`src/rtl/regfile_access_unit_pkg.sv`:
```
// Shared register-file geometry and the writeback queue entry type.
package regfile_access_unit_pkg;
    localparam int REGISTER_DEPTH = 32;
    localparam int REGISTER_WIDTH = 32;
    localparam int REG_ADDR_W     = $clog2(REGISTER_DEPTH);

    typedef struct packed {
        logic [REG_ADDR_W-1:0]     addr;
        logic [REGISTER_WIDTH-1:0] data;
    } wb_entry_t;
endpackage

```
`src/rtl/regfile_access_unit_if.sv`:
```
// MemoryInterface: one register-file port; write_out/read_out face the register file.
interface MemoryInterface;
    import regfile_access_unit_pkg::*;
    logic                      enable;
    logic [REG_ADDR_W-1:0]     address;
    logic [REGISTER_WIDTH-1:0] write_data;
    logic [REGISTER_WIDTH-1:0] read_data;

    modport write_out(output enable, address, write_data);
    modport write_in (input  enable, address, write_data);
    modport read_out (output address, input read_data);
    modport read_in  (input  address, output read_data);
endinterface

```
`src/rtl/regfile_access_unit_wb_queue.sv`:
```
// regfile_wb_queue: circular writeback buffer with head output and a
// youngest-match lookup for two source addresses.
module regfile_wb_queue
    import regfile_access_unit_pkg::*;
#(
    parameter int DEPTH = 4
) (
    input  logic                      clk,
    input  logic                      rst_n,
    input  logic                      push,
    input  wb_entry_t                 push_entry,
    input  logic                      pop,
    output wb_entry_t                 head,
    output logic                      full,
    output logic                      empty,
    input  logic [REG_ADDR_W-1:0]     addr_a,
    input  logic [REG_ADDR_W-1:0]     addr_b,
    output logic                      hit_a,
    output logic                      hit_b,
    output logic [REGISTER_WIDTH-1:0] data_a,
    output logic [REGISTER_WIDTH-1:0] data_b
);
    localparam int PW = $clog2(DEPTH);

    wb_entry_t     mem [DEPTH];
    wb_entry_t     scan;
    logic [PW-1:0] rd_ptr, wr_ptr;
    logic [PW:0]   count;

    always_ff @(posedge clk) begin
        if (!rst_n) begin
            rd_ptr <= '0;
            wr_ptr <= '0;
            count  <= '0;
        end else begin
            if (push) begin
                mem[wr_ptr] <= push_entry;
                wr_ptr      <= wr_ptr + 1'b1;
            end
            if (pop)
                rd_ptr <= rd_ptr + 1'b1;
            count <= count + {{PW{1'b0}}, push} - {{PW{1'b0}}, pop};
        end
    end

    assign head  = mem[rd_ptr];
    assign full  = (count == (PW+1)'(DEPTH));
    assign empty = (count == '0);

    // Scan oldest to youngest so the last match seen is the newest value.
    always_comb begin
        hit_a  = 1'b0;
        hit_b  = 1'b0;
        data_a = '0;
        data_b = '0;
        scan   = '0;
        for (int i = 0; i < DEPTH; i++) begin
            scan = mem[rd_ptr + PW'(i)];
            if ((PW+1)'(i) < count) begin
                if (scan.addr == addr_a) begin
                    hit_a  = 1'b1;
                    data_a = scan.data;
                end
                if (scan.addr == addr_b) begin
                    hit_b  = 1'b1;
                    data_b = scan.data;
                end
            end
        end
    end
endmodule

```
`src/rtl/regfile_access_unit.sv`:
```
// regfile_access_unit: queued writeback drain plus registered operand fetch.
// Define REGFILE_BYPASS_EN to forward queued data; otherwise matching reads stall.
module regfile_access_unit
    import regfile_access_unit_pkg::*;
#(
    parameter int WB_DEPTH = 4
) (
    input  logic                      clk,
    input  logic                      rst_n,
    input  logic                      wb_valid,
    output logic                      wb_ready,
    input  logic [REG_ADDR_W-1:0]     wb_addr,
    input  logic [REGISTER_WIDTH-1:0] wb_data,
    input  logic                      rd_req_valid,
    output logic                      rd_req_ready,
    input  logic [REG_ADDR_W-1:0]     rs1_addr,
    input  logic [REG_ADDR_W-1:0]     rs2_addr,
    output logic                      rd_rsp_valid,
    input  logic                      rd_rsp_ready,
    output logic [REGISTER_WIDTH-1:0] rs1_data,
    output logic [REGISTER_WIDTH-1:0] rs2_data,
    MemoryInterface.write_out         registerport_write,
    MemoryInterface.read_out          registerport_read_1,
    MemoryInterface.read_out          registerport_read_2
);
    wb_entry_t                 head;
    logic                      full, empty, hit1, hit2, wr_en, wb_push, rsp_free;
    logic [REGISTER_WIDTH-1:0] fwd1, fwd2, op1, op2;

    assign wb_ready = !full;
    assign wb_push  = wb_valid && !full && (wb_addr != '0);

    regfile_wb_queue #(.DEPTH(WB_DEPTH)) u_queue (
        .clk        (clk),
        .rst_n      (rst_n),
        .push       (wb_push),
        .push_entry ('{addr: wb_addr, data: wb_data}),
        .pop        (!empty),
        .head       (head),
        .full       (full),
        .empty      (empty),
        .addr_a     (rs1_addr),
        .addr_b     (rs2_addr),
        .hit_a      (hit1),
        .hit_b      (hit2),
        .data_a     (fwd1),
        .data_b     (fwd2)
    );

    // Reset suppresses the write so pending entries never land.
    assign wr_en                         = rst_n && !empty;
    assign registerport_write.enable     = wr_en;
    assign registerport_write.address    = wr_en ? head.addr : '0;
    assign registerport_write.write_data = wr_en ? head.data : '0;
    assign registerport_read_1.address   = rs1_addr;
    assign registerport_read_2.address   = rs2_addr;

    assign rsp_free = !rd_rsp_valid || rd_rsp_ready;

`ifdef REGFILE_BYPASS_EN
    assign rd_req_ready = rsp_free;
    assign op1 = (rs1_addr == '0) ? '0 : hit1 ? fwd1 : registerport_read_1.read_data;
    assign op2 = (rs2_addr == '0) ? '0 : hit2 ? fwd2 : registerport_read_2.read_data;
`else
    logic stall;
    logic unused_fwd;
    assign unused_fwd   = ^{fwd1, fwd2};
    assign stall        = (hit1 && rs1_addr != '0) || (hit2 && rs2_addr != '0);
    assign rd_req_ready = rsp_free && !stall;
    assign op1 = (rs1_addr == '0) ? '0 : registerport_read_1.read_data;
    assign op2 = (rs2_addr == '0) ? '0 : registerport_read_2.read_data;
`endif

    always_ff @(posedge clk) begin
        if (!rst_n) begin
            rd_rsp_valid <= 1'b0;
            rs1_data     <= '0;
            rs2_data     <= '0;
        end else if (rd_req_valid && rd_req_ready) begin
            rd_rsp_valid <= 1'b1;
            rs1_data     <= op1;
            rs2_data     <= op2;
        end else if (rd_rsp_ready) begin
            rd_rsp_valid <= 1'b0;
        end
    end
endmodule

```
`src/flat_wrapper.sv`:
```
// flat-port wrapper written by rule: the top's interface ports become plain ports
module regfile_access_unit_flat import regfile_access_unit_pkg::*;
#(
    parameter int WB_DEPTH = 4
)
  (clk, rst_n, wb_valid, wb_ready, wb_addr, wb_data, rd_req_valid, rd_req_ready, rs1_addr, rs2_addr, rd_rsp_valid, rd_rsp_ready, rs1_data, rs2_data, registerport_write_enable, registerport_write_address, registerport_write_write_data, registerport_read_1_address, registerport_read_1_read_data, registerport_read_2_address, registerport_read_2_read_data);
  MemoryInterface registerport_write_i ();
  MemoryInterface registerport_read_1_i ();
  MemoryInterface registerport_read_2_i ();
  input  logic clk;
  input  logic rst_n;
  input  logic wb_valid;
  output logic wb_ready;
  input  logic [REG_ADDR_W-1:0] wb_addr;
  input  logic [REGISTER_WIDTH-1:0] wb_data;
  input  logic rd_req_valid;
  output logic rd_req_ready;
  input  logic [REG_ADDR_W-1:0] rs1_addr;
  input  logic [REG_ADDR_W-1:0] rs2_addr;
  output logic rd_rsp_valid;
  input  logic rd_rsp_ready;
  output logic [REGISTER_WIDTH-1:0] rs1_data;
  output logic [REGISTER_WIDTH-1:0] rs2_data;
  output wire logic [$bits(registerport_write_i.enable)-1:0] registerport_write_enable;
  output wire logic [$bits(registerport_write_i.address)-1:0] registerport_write_address;
  output wire logic [$bits(registerport_write_i.write_data)-1:0] registerport_write_write_data;
  output wire logic [$bits(registerport_read_1_i.address)-1:0] registerport_read_1_address;
  input wire logic [$bits(registerport_read_1_i.read_data)-1:0] registerport_read_1_read_data;
  output wire logic [$bits(registerport_read_2_i.address)-1:0] registerport_read_2_address;
  input wire logic [$bits(registerport_read_2_i.read_data)-1:0] registerport_read_2_read_data;
  assign registerport_write_enable = registerport_write_i.enable;
  assign registerport_write_address = registerport_write_i.address;
  assign registerport_write_write_data = registerport_write_i.write_data;
  assign registerport_read_1_address = registerport_read_1_i.address;
  assign registerport_read_1_i.read_data = registerport_read_1_read_data;
  assign registerport_read_2_address = registerport_read_2_i.address;
  assign registerport_read_2_i.read_data = registerport_read_2_read_data;
  regfile_access_unit #(.WB_DEPTH(WB_DEPTH)) u_core (.clk(clk), .rst_n(rst_n), .wb_valid(wb_valid), .wb_ready(wb_ready), .wb_addr(wb_addr), .wb_data(wb_data), .rd_req_valid(rd_req_valid), .rd_req_ready(rd_req_ready), .rs1_addr(rs1_addr), .rs2_addr(rs2_addr), .rd_rsp_valid(rd_rsp_valid), .rd_rsp_ready(rd_rsp_ready), .rs1_data(rs1_data), .rs2_data(rs2_data), .registerport_write(registerport_write_i), .registerport_read_1(registerport_read_1_i), .registerport_read_2(registerport_read_2_i));
endmodule
```
`config.mk`:
```
export PLATFORM = sky130hd
export DESIGN_NAME = regfile_access_unit_flat
export DESIGN_NICKNAME = d
export VERILOG_FILES = /design/src/rtl/regfile_access_unit_pkg.sv /design/src/rtl/regfile_access_unit_if.sv /design/src/rtl/regfile_access_unit_wb_queue.sv /design/src/rtl/regfile_access_unit.sv /design/src/flat_wrapper.sv
export SDC_FILE = /design/constraint.sdc
export NUM_CORES = 1
export LEC_CHECK = 0
export ABC_AREA = 1
export ABC_CLOCK_PERIOD_IN_PS = 4400
export CORE_MARGIN = 2
export CORE_UTILIZATION = 51
export DETAILED_ROUTE_END_ITERATION = 7
export GPL_TIMING_DRIVEN = 1
export PLACE_DENSITY = 0.8
export RECOVER_POWER = 100
export SYNTH_ARGS = -nofsm -noshare
export SYNTH_HDL_FRONTEND = slang
export SYNTH_SLANG_ARGS = --single-unit
export TNS_END_PERCENT = 5
```
`constraint.sdc`:
```
create_clock -name clk -period 4.4 [get_ports clk]
set_clock_uncertainty 0.05 [all_clocks]
set_input_delay 1.32 -clock clk [delete_from_list [all_inputs] [get_ports clk]]
set_output_delay 1.32 -clock clk [all_outputs]
set_load 0.05 [all_outputs]
```
# After elaboration in Yosys (flattened, before gate mapping)

Memories as Yosys holds them, arrays and structs flattened. A register that Yosys moved wholly into a read port is not among the register bits.
Index checks and enable logic that the tools add are counted.

Output and inout bits: 115
Latch bits: 0
Input bits: 116
Memories: 1
RAM bits: 148
Bits in read-only memories: 0
Register bits: 72
Logic and storage cells: 73

Magnitude comparators: 4
Reductions and logical operators: 20
Divide/modulo/power cells: 0
Multipliers: 0
Eq/ne operators: 9
Multiplexer cells: 27
Shift operators: 0
Add/subtract/negate cells: 6
Bitwise gates (word level): 0

Memories:

| memory             | depth | bits a word | read ports | clocked after Yosys merged registers in | wr ports | RTL line                           | text |
|---|---|---|---|---|---|---|---|
| u_core.u_queue.mem | 4     | 37          | 4          | 1                                       | 1        | regfile_access_unit_wb_queue.sv:25 | `wb_entry_t mem [DEPTH];` |

Operators by type and width:

| kind                  | number |
|---|---|
| $mux W32              | 3 |
| $eq A5 B5 Y1          | 8 |
| $mux W1               | 21 |
| $reduce_bool A5 Y1    | 3 |
| $logic_not A5 Y1      | 2 |
| $logic_and A1 B1 Y1   | 7 |
| $lt A1 B3 Y1 const A  | 2 |
| $lt A2 B3 Y1 const A  | 2 |
| $mux W5               | 1 |
| $add A2 B1 Y2 const B | 2 |
| $add A2 B2 Y2 const B | 2 |
| $logic_not A1 Y1      | 4 |
| $mux W2               | 2 |
| $add A3 B1 Y3         | 1 |
| $eq A3 B3 Y1 const B  | 1 |
| $logic_not A3 Y1      | 1 |
| $sub A3 B1 Y3         | 1 |
| $logic_or A1 B1 Y1    | 2 |
| $reduce_bool A2 Y1    | 1 |

# Longest topological paths before layout

Depth after elaboration: 15
Gate-level depth with buffers: 19
Depth with buffers taken out: 16

# Hierarchy

Synthesis repeated with hierarchy kept, for this count alone.

Cells, all modules: 2376
Area, all modules: 15263.4 um2

Modules (own cells, without submodules):

| module              | seq. area each (um2) | cells an instance | times used | area each (um2) |
|---|---|---|---|---|
| regfile_wb_queue    | 4624.4               | 1819              | 1          | 11841.4 |
| regfile_access_unit | 1301.2               | 557               | 1          | 3422.0 |

# Worst setup path before layout

OpenSTA, ideal clock, no wires.

Path type: input port to output port
Start: input rst_n
End: output registerport_write_write_data[26]
Path buffers: 2
Stages on the path: 6
Path slack: -0.531 ns
Arrival time: 3.561 ns
Required time: 3.030 ns
Cell sequence: clkbuf_1 inv_1 nor2_1 inv_2 buf_1 a21oi_1

Longest elaborated chain between the ends: 2

Ends and longest elaborated chain:

| item                                | RTL line                  | text |
|---|---|---|
| from (decl)                         | flat_wrapper.sv:11        | `input logic rst_n;` |
| $logic_and A1 B1 Y1                 | regfile_access_unit.sv:51 | `assign wr_en = rst_n && !empty;` |
| named net registerport_write_enable | flat_wrapper.sv:24        | `output wire logic [$bits(registerport_write_i.enable)-1:0] registerport_write_enable;` |
| $mux W32                            | regfile_access_unit.sv:54 | `assign registerport_write.write_data = wr_en ? head.data : '0;` |
| to (decl)                           | flat_wrapper.sv:26        | `output wire logic [$bits(registerport_write_i.write_data)-1:0] registerport_write_write_data;` |

The timed path passes the listed nets, and every way through them passes these cells.

# Worst setup path in the final report

Start: input rs1_addr[0]
End: output rd_req_ready

Longest elaborated chain between the ends: 13
Elaborated cells on any way between the ends: 17
Those cells by class: eq/ne: 4; mux: 8; reduce/logical: 5

Ends and longest elaborated chain:

| item                  | RTL line                           | text |
|---|---|---|
| from (decl)           | flat_wrapper.sv:18                 | `input logic [REG_ADDR_W-1:0] rs1_addr;` |
| $eq A5 B5 Y1          | regfile_access_unit_wb_queue.sv:60 | `if (scan.addr == addr_a) begin` |
| $mux W1               | regfile_access_unit_wb_queue.sv:60 |  |
| $mux W1               | regfile_access_unit_wb_queue.sv:59 | `if ((PW+1)'(i) < count) begin` |
| $mux W1               | regfile_access_unit_wb_queue.sv:60 |  |
| $mux W1               | regfile_access_unit_wb_queue.sv:59 |  |
| $mux W1               | regfile_access_unit_wb_queue.sv:60 |  |
| $mux W1               | regfile_access_unit_wb_queue.sv:59 |  |
| $mux W1               | regfile_access_unit_wb_queue.sv:60 |  |
| $mux W1               | regfile_access_unit_wb_queue.sv:59 |  |
| $logic_and A1 B1 Y1 * | regfile_access_unit.sv:68          | `assign stall = (hit1 && rs1_addr != '0) \|\| (hit2 && rs2_addr != '0);` |
| $logic_or A1 B1 Y1 *  | regfile_access_unit.sv:68          |  |
| $logic_not A1 Y1 *    | regfile_access_unit.sv:69          | `assign rd_req_ready = rsp_free && !stall;` |
| $logic_and A1 B1 Y1 * | regfile_access_unit.sv:69          |  |
| to (decl)             | flat_wrapper.sv:17                 | `output logic rd_req_ready;` |

Every way passes the cells marked *; elsewhere a longest branch is shown, timed or not.

==> flow_summary.yaml <==
finish:
  finish.utilization_pct: 69.36
  layout.cells.most_common: "sky130_fd_sc_hd__nand2_1"
  multiInputGateArea_sq_um: 4053
  total_area_of_sequential_cells_sq_um: 5927
  final-instance-count-excl-fill: 1789
  mostFrequentLayoutCells: "sky130_fd_sc_hd__nand2_1, sky130_fd_sc_hd__nor2_1, sky130_fd_sc_hd__edfxtp_1"
  areaGrowthSynthToFinish_pct: 33.01
  finalNetCount: 1624
  nFillCells: 1670
  layout-drive-gt1-share_pct: 8.707
floorplan:
  total_number_of_placement_rows: 52
  die_x_um: 148.1
  floorplan.initialDensity_pct: 52.14
  io-pin-count: 231
  core_area_sq_um: 20300
  floorplan.die_area_sq_um: 21920
  dieHeight_um: 148.1
worst_hold_path:
  hold_class: "reg -> reg"
detailed_routing:
  drt-total-wl_um: 31170
  vias: 9629
  wl_per_cell_um: 17.42
  route.layer.met1.wl_um: 12250
  wl_met3_um: 2197
  routed_via_density: 5.382
  detail-route-antenna-nets: 0
  top_layer: "met5"
  wl_met2_um: 15510
  first_iter_violations: 682
  drt_drc_violations_left: 0
  drtPass1Iterations: 5
sta:
  relative_slew_slack_pct: 3.464
  timing.hold.ws_ps: 422.2
  clock.fmax_ghz: 0.2330
  hold_violations: 0
  setup_viol_count_final: 0
  slew_at_the_pin_closest_to_its_max_slew_limit_ps: 1448
  final.min_clock_period_ps: 4291
  finalCritPeriodShare_pct: 97.52
  finalMaxSlewViolations: 0
  unrepaired_setup_endpoints_after_global_routing: "no"
global_route:
  gr-total-overflow: 0
  grt_pass1_wl_um: 48710
  grt_start_max_net_pins: 72
  antenna_found_initial: 3
  via_count_of_the_first_global_routing_pass: 9202
  groute.usage.overall_pct: 27.91
synthesis:
  ys_seq_area_share_pct: 55.98
  postSynthNetCount: 1418
  ys_types: 26
  yosysWarnings: 0
  synth.cell_area_sq_um: 10590
  yosys_reg_bits: 222
  syn_area_per_cell_sq_um: 8.187
  synth_cells: 1293
clocking:
  cts.sink_count: 222
  clk_path_buf_depth: 3
  clkLatencyLatePin_ps: 530
  clock_tree_from_tritoncts: "yes"
  ctsHoldBuffers: 0
  cts.htree.levels: 1
  clk_pin_slew_ps: 60
  clock_buffer_count_from_cts: 24
  cts.root.buffer_cell: "sky130_fd_sc_hd__clkbuf_16"
placement:
  gpl.final_weighted_congestion: 0.9913
  portBuffers: 230
  dp.cells: 1742
  place_hpwl_um: 20630
pwr:
  power_leakage_uw: 0.006229
  ir_drop_v: 0.0005261
  powerDensity_nw_per_um2: 695.0
setup_path:
  cp_max_fo: 5
  setup.reg_to_reg.worst_slack_ps: 690
  crit_arrival_ps: 2920
  worstSetupStartpointType: "input port"
  critical_path_required_ps: 3030
  type_of_element_capturing_the_critical_path: "primary output"
  worst-setup-path-type: "in -> out"
run:
  drv_cap: 0
status:
  outcome: "completed"
-- cells in the mapped netlist --
cell | instances | share of area (%)
sky130_fd_sc_hd__inv_2 | 4 | 0.14
sky130_fd_sc_hd__buf_1 | 23 | 0.82
sky130_fd_sc_hd__nor3_1 | 2 | 0.095
sky130_fd_sc_hd__nand2_1 | 356 | 13
sky130_fd_sc_hd__inv_4 | 1 | 0.059
sky130_fd_sc_hd__buf_2 | 13 | 0.61
sky130_fd_sc_hd__nand3_1 | 69 | 3.3
sky130_fd_sc_hd__o21ai_1 | 4 | 0.19
sky130_fd_sc_hd__nor2_1 | 306 | 11
sky130_fd_sc_hd__o21ai_0 | 72 | 3.4
sky130_fd_sc_hd__inv_1 | 55 | 2.0
sky130_fd_sc_hd__nor3b_1 | 1 | 0.071
sky130_fd_sc_hd__a21oi_1 | 40 | 1.9
sky130_fd_sc_hd__nor2_4 | 1 | 0.11
sky130_fd_sc_hd__clkbuf_1 | 27 | 0.96
sky130_fd_sc_hd__nand3_2 | 1 | 0.095
sky130_fd_sc_hd__nand4_1 | 62 | 3.7
sky130_fd_sc_hd__edfxtp_1 | 148 | 42
sky130_fd_sc_hd__ha_1 | 8 | 0.95
sky130_fd_sc_hd__nand2_2 | 2 | 0.12
sky130_fd_sc_hd__xnor2_1 | 1 | 0.083
sky130_fd_sc_hd__buf_6 | 7 | 0.74
sky130_fd_sc_hd__dfxtp_1 | 74 | 14
sky130_fd_sc_hd__buf_4 | 14 | 0.99
sky130_fd_sc_hd__o21ai_4 | 1 | 0.15
sky130_fd_sc_hd__fa_1 | 1 | 0.19
-- worst paths after layout --
kind,endpoint,start,depth (start not counted)
max,rd_req_ready,rs1_addr[0],10
min,u_core.rs2_data[15],u_core.rs2_data[15],2
max reg2reg,u_core.rs1_data[28],flip-flop,17
min reg2reg,u_core.rs2_data[15],u_core.rs2_data[15],2
-- area by class of cell --
cell class | instances | area share (%)
clock buffer | 27 | 4.345
multi-input combinational | 927 | 28.78
clock inverter | 16 | 1.280
tap | 270 | 2.399
timing repair buffer | 264 | 19.43
inverter | 60 | 1.617
sequential | 222 | 42.10
antenna | 3 | 0.05332
-- logic make-up after synthesis --
logic type      count (synthesis)  share of synthesized area, %
buf+inv                       144                         6.277
compound gates                117                         5.638
flops                         222                         55.98
fa+ha+maj                       9                         1.135
xor+xnor                        1                       0.08276
simple gates                  800                         30.89
-- timing repair --
action,in CTS,in global routing
endpoints found under the setup margin,1,1
buffers inserted,0,1
gates resized for setup,1,13
pin swaps,0,2
-- per-stage QoR --
step                instance area, sq um  setup TNS (ps)  total power, uW  worst slack [ps]
finish                             14080               0             9785             108.9
global route                       14070               0            10360             4.811
CTS                                14410               0            10120             6.954
detailed placement                 13610          -23.30             8085            -23.30
global placement                   13610               0             7997             2.431
floorplan                          10680           -2806             6195            -205.6
-- report_power, final --
part           internal (uW)  total, uW  switching, uW  leakage [uW]
registers               2530       2680            148       0.00196
logic                   1580       5090           3510       0.00388
clock network           1180       2010            827      0.000388
total                   5300       9780           4480       0.00623
-- layer usage --
metal	track usage, %	up-vias
met1	35.58	4471
met3	5.460	82
li1	-	4668
met4	11.67	2
met5	0	-
met2	46.83	406
-- state kept, by name, indices dropped and copies added (netlist names), named ones only --
register	count
u_core.u_queue.rd_ptr	2
u_core.rs1_data	32
u_core.u_queue.count	3
u_core.rs2_data	32
u_core.u_queue.wr_ptr	2
u_core.u_queue.mem	148
u_core.rd_rsp_valid	1
-- worst max-delay path, stage by stage --
cell,delay [ps]
sky130_fd_sc_hd__clkdlybuf4s50_1,620
sky130_fd_sc_hd__nand3_1,110
sky130_fd_sc_hd__nand2_1,120
sky130_fd_sc_hd__nor2_1,50
sky130_fd_sc_hd__nand3_1,70
sky130_fd_sc_hd__nand2_1,90
sky130_fd_sc_hd__o21ai_4,170
sky130_fd_sc_hd__nand3_2,130
sky130_fd_sc_hd__inv_2,90
sky130_fd_sc_hd__buf_12,130
No activity file was read; power rests on OpenSTA's default activity.
